$ cat config.mk
export PLATFORM = sky130hd
export DESIGN_NAME = sctag_snpq_buf
export DESIGN_NICKNAME = d
export VERILOG_FILES = /design/src/rtl/sctag_snpq_buf_pkg.sv /design/src/rtl/sctag_snpq_entry.sv /design/src/rtl/sctag_snpq_buf.sv
export SDC_FILE = /design/constraint.sdc
export NUM_CORES = 1
export LEC_CHECK = 0
export ABC_CLOCK_PERIOD_IN_PS = 2800
export CAP_MARGIN = 0
export CORE_MARGIN = 8
export CORE_UTILIZATION = 47
export CTS_BUF_LIST = sky130_fd_sc_hd__clkbuf_8
export DETAILED_ROUTE_END_ITERATION = 6
export HOLD_SLACK_MARGIN = 0.05
export PLACE_DENSITY = 0.81
export SLEW_MARGIN = 20
export SYNTH_ARGS = -nofsm -noshare
export SYNTH_HDL_FRONTEND = slang
export SYNTH_SLANG_ARGS = --single-unit
$ cat constraint.sdc
create_clock -name rclk -period 2.8 [get_ports rclk]
set_input_delay 0.28 -clock rclk [delete_from_list [all_inputs] [get_ports rclk]]
set_output_delay 0.28 -clock rclk [all_outputs]
set_load 0.02 [all_outputs]
$ cat src/rtl/sctag_snpq_buf_pkg.sv
// Shared definitions for the snoop request queue: beat-0 field positions,
// fill FSM encoding and the packing order of the head inst bus.
package sctag_snpq_buf_pkg;

    localparam int BEAT_W       = 32;
    localparam int ADDR_W       = 40;

    // Beat-0 (header beat) field positions
    localparam int HAS_DATA_BIT = 31;
    localparam int POISON_BIT   = 30;
    localparam int HDR_LSB      = 8;
    localparam int ADDR_HI_MSB  = 7;
    localparam int ADDR_HI_LSB  = 0;

    // The rdma tag write only needs the 64-byte line address
    localparam int WR_ADDR_LSB  = 6;

    typedef enum logic [1:0] {
        FILL_IDLE = 2'd0,
        FILL_ADDR = 2'd1,
        FILL_DATA = 2'd2
    } fill_state_e;

    // Inst bus is packed {poison, rent, hdr} with hdr in the LSBs
    function automatic int instRentLsb(input int hdr_w);
        return hdr_w;
    endfunction

    function automatic int instPoisonBit(input int hdr_w, input int rent_w);
        return hdr_w + rent_w;
    endfunction

endpackage

$ cat src/rtl/sctag_snpq_entry.sv
// One snoop queue entry: payload registers with per-field write enables
// plus the valid and has-data control bits.
module sctag_snpq_entry
    import sctag_snpq_buf_pkg::*;
#(
    parameter int HDR_W      = 19,
    parameter int DATA_BEATS = 2,
    parameter int RENT_W     = 2,
    parameter int BC_W       = 1
) (
    input  logic                       clk,
    input  logic                       rst_n,
    input  logic [BEAT_W-1:0]          beat_i,
    input  logic                       hdr_we_i,
    input  logic                       addr_we_i,
    input  logic                       data_we_i,
    input  logic [BC_W-1:0]            data_idx_i,
    input  logic                       rent_we_i,
    input  logic [RENT_W-1:0]          rent_i,
    input  logic                       set_vld_i,
    input  logic                       clr_vld_i,
    output logic                       vld_o,
    output logic                       has_data_o,
    output logic                       poison_o,
    output logic [HDR_W-1:0]           hdr_o,
    output logic [RENT_W-1:0]          rent_o,
    output logic [ADDR_W-1:0]          addr_o,
    output logic [BEAT_W*DATA_BEATS-1:0] data_o
);

    logic                vld_q;
    logic                has_data_q;
    logic                poison_q;
    logic [HDR_W-1:0]    hdr_q;
    logic [RENT_W-1:0]   rent_q;
    logic [7:0]          addr_hi_q;
    logic [BEAT_W-1:0]   addr_lo_q;
    logic [BEAT_W-1:0]   data_q [DATA_BEATS];

    // Control bits are reset so winv and vld read 0 out of reset
    always_ff @(posedge clk or negedge rst_n) begin
        if (!rst_n) begin
            vld_q      <= 1'b0;
            has_data_q <= 1'b0;
        end else begin
            if (hdr_we_i) begin
                has_data_q <= beat_i[HAS_DATA_BIT];
            end
            if (set_vld_i) begin
                vld_q <= 1'b1;
            end else if (clr_vld_i) begin
                vld_q <= 1'b0;
            end
        end
    end

    // Payload registers carry no reset; they are qualified by vld_q
    always_ff @(posedge clk) begin
        if (hdr_we_i) begin
            poison_q  <= beat_i[POISON_BIT];
            hdr_q     <= beat_i[HDR_LSB +: HDR_W];
            addr_hi_q <= beat_i[ADDR_HI_MSB:ADDR_HI_LSB];
        end
        if (addr_we_i) begin
            addr_lo_q <= beat_i;
        end
        if (data_we_i) begin
            data_q[data_idx_i] <= beat_i;
        end
        if (rent_we_i) begin
            rent_q <= rent_i;
        end
    end

    assign vld_o      = vld_q;
    assign has_data_o = has_data_q;
    assign poison_o   = poison_q;
    assign hdr_o      = hdr_q;
    assign rent_o     = rent_q;
    assign addr_o     = {addr_hi_q, addr_lo_q};

    // Data beat 0 lands in the most significant word
    for (genvar i = 0; i < DATA_BEATS; i++) begin : g_data
        assign data_o[BEAT_W*(DATA_BEATS-1-i) +: BEAT_W] = data_q[i];
    end

endmodule

$ cat src/rtl/sctag_snpq_buf.sv
// Snoop request queue: assembles JBI beats into DEPTH entries and presents
// the oldest complete request to the arbiter datapath.
module sctag_snpq_buf
    import sctag_snpq_buf_pkg::*;
#(
    parameter int DEPTH      = 2,
    parameter int HDR_W      = 19,
    parameter int DATA_BEATS = 2,
    parameter int RENT_W     = 2
) (
    input  logic                         rclk,
    input  logic                         arst_l,
    input  logic                         jbi_req_vld,
    input  logic [31:0]                  jbi_req_buf,
    input  logic [RENT_W-1:0]            rdmad_wr_entry,
    input  logic                         arb_snpq_pop,
    output logic                         snpq_arbdp_vld,
    output logic [HDR_W+RENT_W:0]        snpq_arbdp_inst,
    output logic [39:0]                  snpq_arbdp_addr,
    output logic [32*DATA_BEATS-1:0]     snpq_arbdp_data,
    output logic [33:0]                  snpq_wr_addr,
    output logic                         snpq_winv,
    output logic                         snpq_full,
    output logic                         snpq_ovfl_err
);

    localparam int PTR_W  = $clog2(DEPTH);
    localparam int CNT_W  = $clog2(DEPTH + 1);
    localparam int BC_W   = (DATA_BEATS > 1) ? $clog2(DATA_BEATS) : 1;
    localparam int DATA_W = 32 * DATA_BEATS;

    fill_state_e       state_q;
    logic [PTR_W-1:0]  wr_ptr_q;
    logic [PTR_W-1:0]  rd_ptr_q;
    logic [CNT_W-1:0]  count_q;
    logic [BC_W-1:0]   beat_cnt_q;
    logic              ovfl_q;

    logic [DEPTH-1:0]  ent_vld;
    logic [DEPTH-1:0]  ent_has_data;
    logic [DEPTH-1:0]  ent_poison;
    logic [HDR_W-1:0]  ent_hdr  [DEPTH];
    logic [RENT_W-1:0] ent_rent [DEPTH];
    logic [39:0]       ent_addr [DEPTH];
    logic [DATA_W-1:0] ent_data [DATA_W > 0 ? DEPTH : 1];

    logic full;
    logic hdr_acc;
    logic addr_acc;
    logic data_acc;
    logic last_data;
    logic commit;
    logic pop;

    assign full      = (count_q == CNT_W'(DEPTH));
    assign hdr_acc   = (state_q == FILL_IDLE) && jbi_req_vld && !full;
    assign addr_acc  = (state_q == FILL_ADDR) && jbi_req_vld;
    assign data_acc  = (state_q == FILL_DATA) && jbi_req_vld;
    assign last_data = (beat_cnt_q == BC_W'(DATA_BEATS - 1));
    assign commit    = (addr_acc && !ent_has_data[wr_ptr_q]) || (data_acc && last_data);
    assign pop       = arb_snpq_pop && ent_vld[rd_ptr_q];

    for (genvar g = 0; g < DEPTH; g++) begin : g_entry
        logic sel_wr;
        logic sel_rd;
        assign sel_wr = (wr_ptr_q == PTR_W'(g));
        assign sel_rd = (rd_ptr_q == PTR_W'(g));

        sctag_snpq_entry #(
            .HDR_W      (HDR_W),
            .DATA_BEATS (DATA_BEATS),
            .RENT_W     (RENT_W),
            .BC_W       (BC_W)
        ) u_entry (
            .clk        (rclk),
            .rst_n      (arst_l),
            .beat_i     (jbi_req_buf),
            .hdr_we_i   (hdr_acc && sel_wr),
            .addr_we_i  (addr_acc && sel_wr),
            .data_we_i  (data_acc && sel_wr),
            .data_idx_i (beat_cnt_q),
            .rent_we_i  (data_acc && sel_wr && (beat_cnt_q == '0)),
            .rent_i     (rdmad_wr_entry),
            .set_vld_i  (commit && sel_wr),
            .clr_vld_i  (pop && sel_rd),
            .vld_o      (ent_vld[g]),
            .has_data_o (ent_has_data[g]),
            .poison_o   (ent_poison[g]),
            .hdr_o      (ent_hdr[g]),
            .rent_o     (ent_rent[g]),
            .addr_o     (ent_addr[g]),
            .data_o     (ent_data[g])
        );
    end

    // Fill FSM: walks header, address and data beats; drops headers while full
    always_ff @(posedge rclk or negedge arst_l) begin
        if (!arst_l) begin
            state_q    <= FILL_IDLE;
            beat_cnt_q <= '0;
            ovfl_q     <= 1'b0;
        end else if (jbi_req_vld) begin
            case (state_q)
                FILL_IDLE: begin
                    if (full) begin
                        ovfl_q <= 1'b1;
                    end else begin
                        state_q <= FILL_ADDR;
                    end
                end
                FILL_ADDR: begin
                    beat_cnt_q <= '0;
                    state_q    <= ent_has_data[wr_ptr_q] ? FILL_DATA : FILL_IDLE;
                end
                FILL_DATA: begin
                    if (last_data) begin
                        beat_cnt_q <= '0;
                        state_q    <= FILL_IDLE;
                    end else begin
                        beat_cnt_q <= beat_cnt_q + BC_W'(1);
                    end
                end
                default: state_q <= FILL_IDLE;
            endcase
        end
    end

    // Pointers wrap naturally because DEPTH is a power of two
    always_ff @(posedge rclk or negedge arst_l) begin
        if (!arst_l) begin
            wr_ptr_q <= '0;
            rd_ptr_q <= '0;
            count_q  <= '0;
        end else begin
            if (commit) begin
                wr_ptr_q <= wr_ptr_q + PTR_W'(1);
            end
            if (pop) begin
                rd_ptr_q <= rd_ptr_q + PTR_W'(1);
            end
            case ({commit, pop})
                2'b10:   count_q <= count_q + CNT_W'(1);
                2'b01:   count_q <= count_q - CNT_W'(1);
                default: count_q <= count_q;
            endcase
        end
    end

    assign snpq_arbdp_vld  = ent_vld[rd_ptr_q];
    assign snpq_arbdp_addr = ent_addr[rd_ptr_q];
    assign snpq_arbdp_data = ent_data[rd_ptr_q];
    assign snpq_arbdp_inst[HDR_W-1:0] = ent_hdr[rd_ptr_q];
    assign snpq_arbdp_inst[instRentLsb(HDR_W) +: RENT_W] = ent_rent[rd_ptr_q];
    assign snpq_arbdp_inst[instPoisonBit(HDR_W, RENT_W)] = ent_poison[rd_ptr_q];
    assign snpq_wr_addr    = ent_addr[wr_ptr_q][39:WR_ADDR_LSB];
    assign snpq_winv       = ent_has_data[wr_ptr_q];
    assign snpq_full       = full;
    assign snpq_ovfl_err   = ovfl_q;

endmodule
==> impl_metrics.env <==
export IMPL_status="finished clean"
export IMPL_gp_congestion=0.789
export IMPL_clk_latency_ps=540
export IMPL_vias=5425
export IMPL_skew_ps=48.4
export IMPL_cp_start_kind="register"
export IMPL_p_sw_mw=4.41
export IMPL_dpl_hpwl_um=15100
export IMPL_synth_compound_area_share=0.00690
export IMPL_drtIter0Drc=258
export IMPL_viasPerCell=5.12
export IMPL_worstHoldPathType="input port to asynchronous set/reset pin"
export IMPL_clkPwrFrac=0.213
export IMPL_nets=796
export IMPL_clkSinkCount=264
export IMPL_postPlaceCellArea_mm2=0.0127
export IMPL_cts_tree="done"
export IMPL_r2r_cells=5
export IMPL_synthToLayoutAreaGrowth_pct=32.7
export IMPL_slew_violations=0
export IMPL_core_mm2=0.0211
export IMPL_power_frac_comb=0.406
export IMPL_max_freq_mhz=382
export IMPL_synth_top_area_share=0.745
export IMPL_die_area_mm2=0.0266
export IMPL_first_pass_iters=4
export IMPL_die_w_um=163
export IMPL_synthTopCellsByCount="252 x edfxtp_1, 163 x mux2_2, 18 x buf_2"
export IMPL_power_share_switching=0.328
export IMPL_maxCapViolations=0
export IMPL_p_leak_nw=4.64
export IMPL_nFillCells=1446
export IMPL_worstPathRequired_ps=2520
export IMPL_intPower_mw=9.06
export IMPL_rsz0062_at_grt="no"
export IMPL_setup_viol=0
export IMPL_power_per_cell_area_mw_per_mm2=1000
export IMPL_grt_overflow_total=0
export IMPL_yosys_warnings=0
export IMPL_die_y_um=163
export IMPL_clock_path_buffers=3
export IMPL_post_synth_top_count_cell="edfxtp_1"
export IMPL_synthArstFlopShare=0.0455
export IMPL_max_slew_margin=0.595
export IMPL_synth_mux_area_frac=0.185
export IMPL_synth_area_leaders="edfxtp_1 75%, mux2_2 18%, dfrtp_1 3.0%"
export IMPL_synth_edff_count=252
export IMPL_syn_area_mm2=0.0102
export IMPL_yosys_area_share_simple=0.0126
export IMPL_synth_area_per_cell_um2=20.2
export IMPL_synth_xor_area_frac=0.00259
export IMPL_wl_um=23200
export IMPL_netlist_instances=502
export IMPL_grt_max_degree=37
export IMPL_reg2reg_slack_ps=620
export IMPL_synth_top_family_by_area="multiplexers"
export IMPL_root_buffer="clkbuf_8"
export IMPL_ys_ff_latch=264
export IMPL_cts_hold_fix_buffers=0
export IMPL_h_tree_depth=2
export IMPL_tightest_slew_ps=605
export IMPL_cp_end_kind="output port"
export IMPL_design_area_mm2=0.0135
export IMPL_cp_slowest_cell="dfrtp_4"
export IMPL_grt_antenna_before_repair=0
export IMPL_irDropWorstVdd_mv=0.539
export IMPL_grt_usage=0.172
export IMPL_crit_path_max_fanout=36
export IMPL_setup_tns_ps=0
export IMPL_path_cells="buf_12 > mux2_2 > clkdlybuf4s50_1"
export IMPL_arrival_ps=2340
export IMPL_start_util=0.482
export IMPL_synthAdderAreaFrac=0.00616
export IMPL_hold_viol_final=0
export IMPL_grt_pass1_vias=6031
export IMPL_cts_clk_slew_worst_paths_ps=70
export IMPL_numCtsBuffers=42
export IMPL_ys_seq_area_frac=0.775
export IMPL_yosysTopAreaCell="edfxtp_1"
export IMPL_ant_nets=0
export IMPL_drc=0
export IMPL_timing_rr_start="g_entry[1].sel_wr$_DFFE_PN0N_"
export IMPL_fin_crit_sh=0.934
export IMPL_synthFlopType="edfxtp_1"
export IMPL_synthDistinctLibCells=26
export IMPL_io_buffers=201
export IMPL_p_seq_frac=0.381
export IMPL_drive_above_1_share=0.325
export IMPL_syn_nets=545
export IMPL_fin_crit_ps=2620
export IMPL_max_stage_delay_ps=580
export IMPL_grt_pass1_wl_um=35100
export IMPL_n_antenna_cell=0
export IMPL_wire_per_inst_um=21.9
export IMPL_ioPinCount=202
export IMPL_rr_endpoint="g_entry[0].u_entry.addr_hi_q[6]$_DFFE_PP_"
export IMPL_crit_type="register to output port"
export IMPL_rows=53
cell usage in the layout (no fill, tap or decap), drive strengths merged, types with 3 or more instances in the layout:
master / netlist / layout
nor2: 8 / 8
clkdlybuf4s50: 0 / 201
buf: 18 / 24
inv: 9 / 23
clkbuf: 1 / 46
ha: 5 / 5
o21ai: 5 / 5
nand2b: 4 / 4
nand2: 7 / 7
clkinv: 0 / 16
dfrtp: 12 / 12
a21oi: 3 / 3
edfxtp: 252 / 252
mux2: 165 / 165
worst max-delay path, delay by kind of cell (launching register included):
| kind | cells | cell delay, ps |
|---|---|---|
| multiplexers | 1 | 370 |
| flip-flops | 1 | 580 |
| buffers and inverters | 2 | 820 |
cell families after synthesis:
kind of cell / count (synthesis)
xor gates and xnor gates: 3
muxes: 166
buffers and inverters: 28
and+or+nand+nor: 24
AOI/OAI and AO/OA: 12
adders and majority gates: 5
DFF: 264
worst max path at each step:
stage	startpoint	endpoint	depth (start not counted)
final	g_entry[1].sel_rd$_DFFE_PN0N_	snpq_arbdp_inst[10]	3
after CTS	g_entry[1].sel_wr$_DFFE_PN0N_	snpq_wr_addr[25]	3
after floorplan	state_q[0]$_DFFE_PN0P_	g_entry[1].u_entry.data_q[0][0]$_DFFE_PP_	4
after global routing	g_entry[1].sel_rd$_DFFE_PN0N_	snpq_arbdp_inst[10]	3
after global placement	jbi_req_vld	g_entry[0].u_entry.hdr_o[0]$_DFFE_PP_	6
after detailed placement	g_entry[1].sel_wr$_DFFE_PN0N_	g_entry[0].u_entry.addr_lo_q[12]$_DFFE_PP_	2
what timing repair did:
action | 4_1_cts | 5_1_grt
setup buffers | 0 | 1
resized for setup | 0 | 1
endpoints found under the setup margin | 0 | 25
cell type report:
class                   instances  area (um^2)  area share
clock inverters                30          120     0.00891
multi-input cells             210         2210       0.164
clock buffers                  45          619      0.0460
inverters                       9         33.8     0.00251
well taps                     275          344      0.0255
flip-flops and latches        264         7880       0.584
repair buffers                226         2280       0.169
state kept, by name (all words and copies together) (netlist names):
name                        count
g_entry.u_entry.hdr_o          38
snpq_ovfl_err                   1
g_entry.u_entry.data_q        128
g_entry.u_entry.poison_o        2
g_entry.u_entry.addr_hi_q      16
g_entry.u_entry.vld_o           2
beat_cnt_q                      1
g_entry.u_entry.rent_o          4
g_entry.u_entry.has_data_o      2
count_q                         2
g_entry.sel_rd                  1
state_q                         2
g_entry.u_entry.addr_lo_q      64
g_entry.sel_wr                  1
metrics by stage:
stage | util | hold WS (ps) | setup slack, ps | total power, mW | std cells
final | 0.639 | 117 | 184 | 13.5 | 1059
after global placement | 0.602 | 472 | 605 | 10.6 | 982
after CTS | 0.637 | 107 | 36.2 | 13.6 | 1057
after detailed placement | 0.602 | 483 | 567 | 10.7 | 982
after global routing | 0.639 | 145 | 97.2 | 14.1 | 1059
after floorplan | - | -15.6 | 179 | 8.17 | 502
power groups by stage:
stage | sequential [mW] | clock [mW] | combinational (mW)
after global routing | 5.18 | 3.12 | 5.77
after floorplan | 5.04 | 0 | 3.13
final | 5.13 | 2.87 | 5.48
after global placement | 5.19 | 0 | 5.37
after detailed placement | 5.23 | 0 | 5.44
after CTS | 5.16 | 2.95 | 5.49
metal layers:
metal  vias to the layer above  GRT usage  wire (um)
li1                       2465          -          -
met1                      2733      0.205       9320
met2                       198      0.301      11800
met3                        29     0.0533       1770
met4                         0     0.0400        316
met5                         -          0          0
Note: power is estimated with default switching activity, not from simulation.
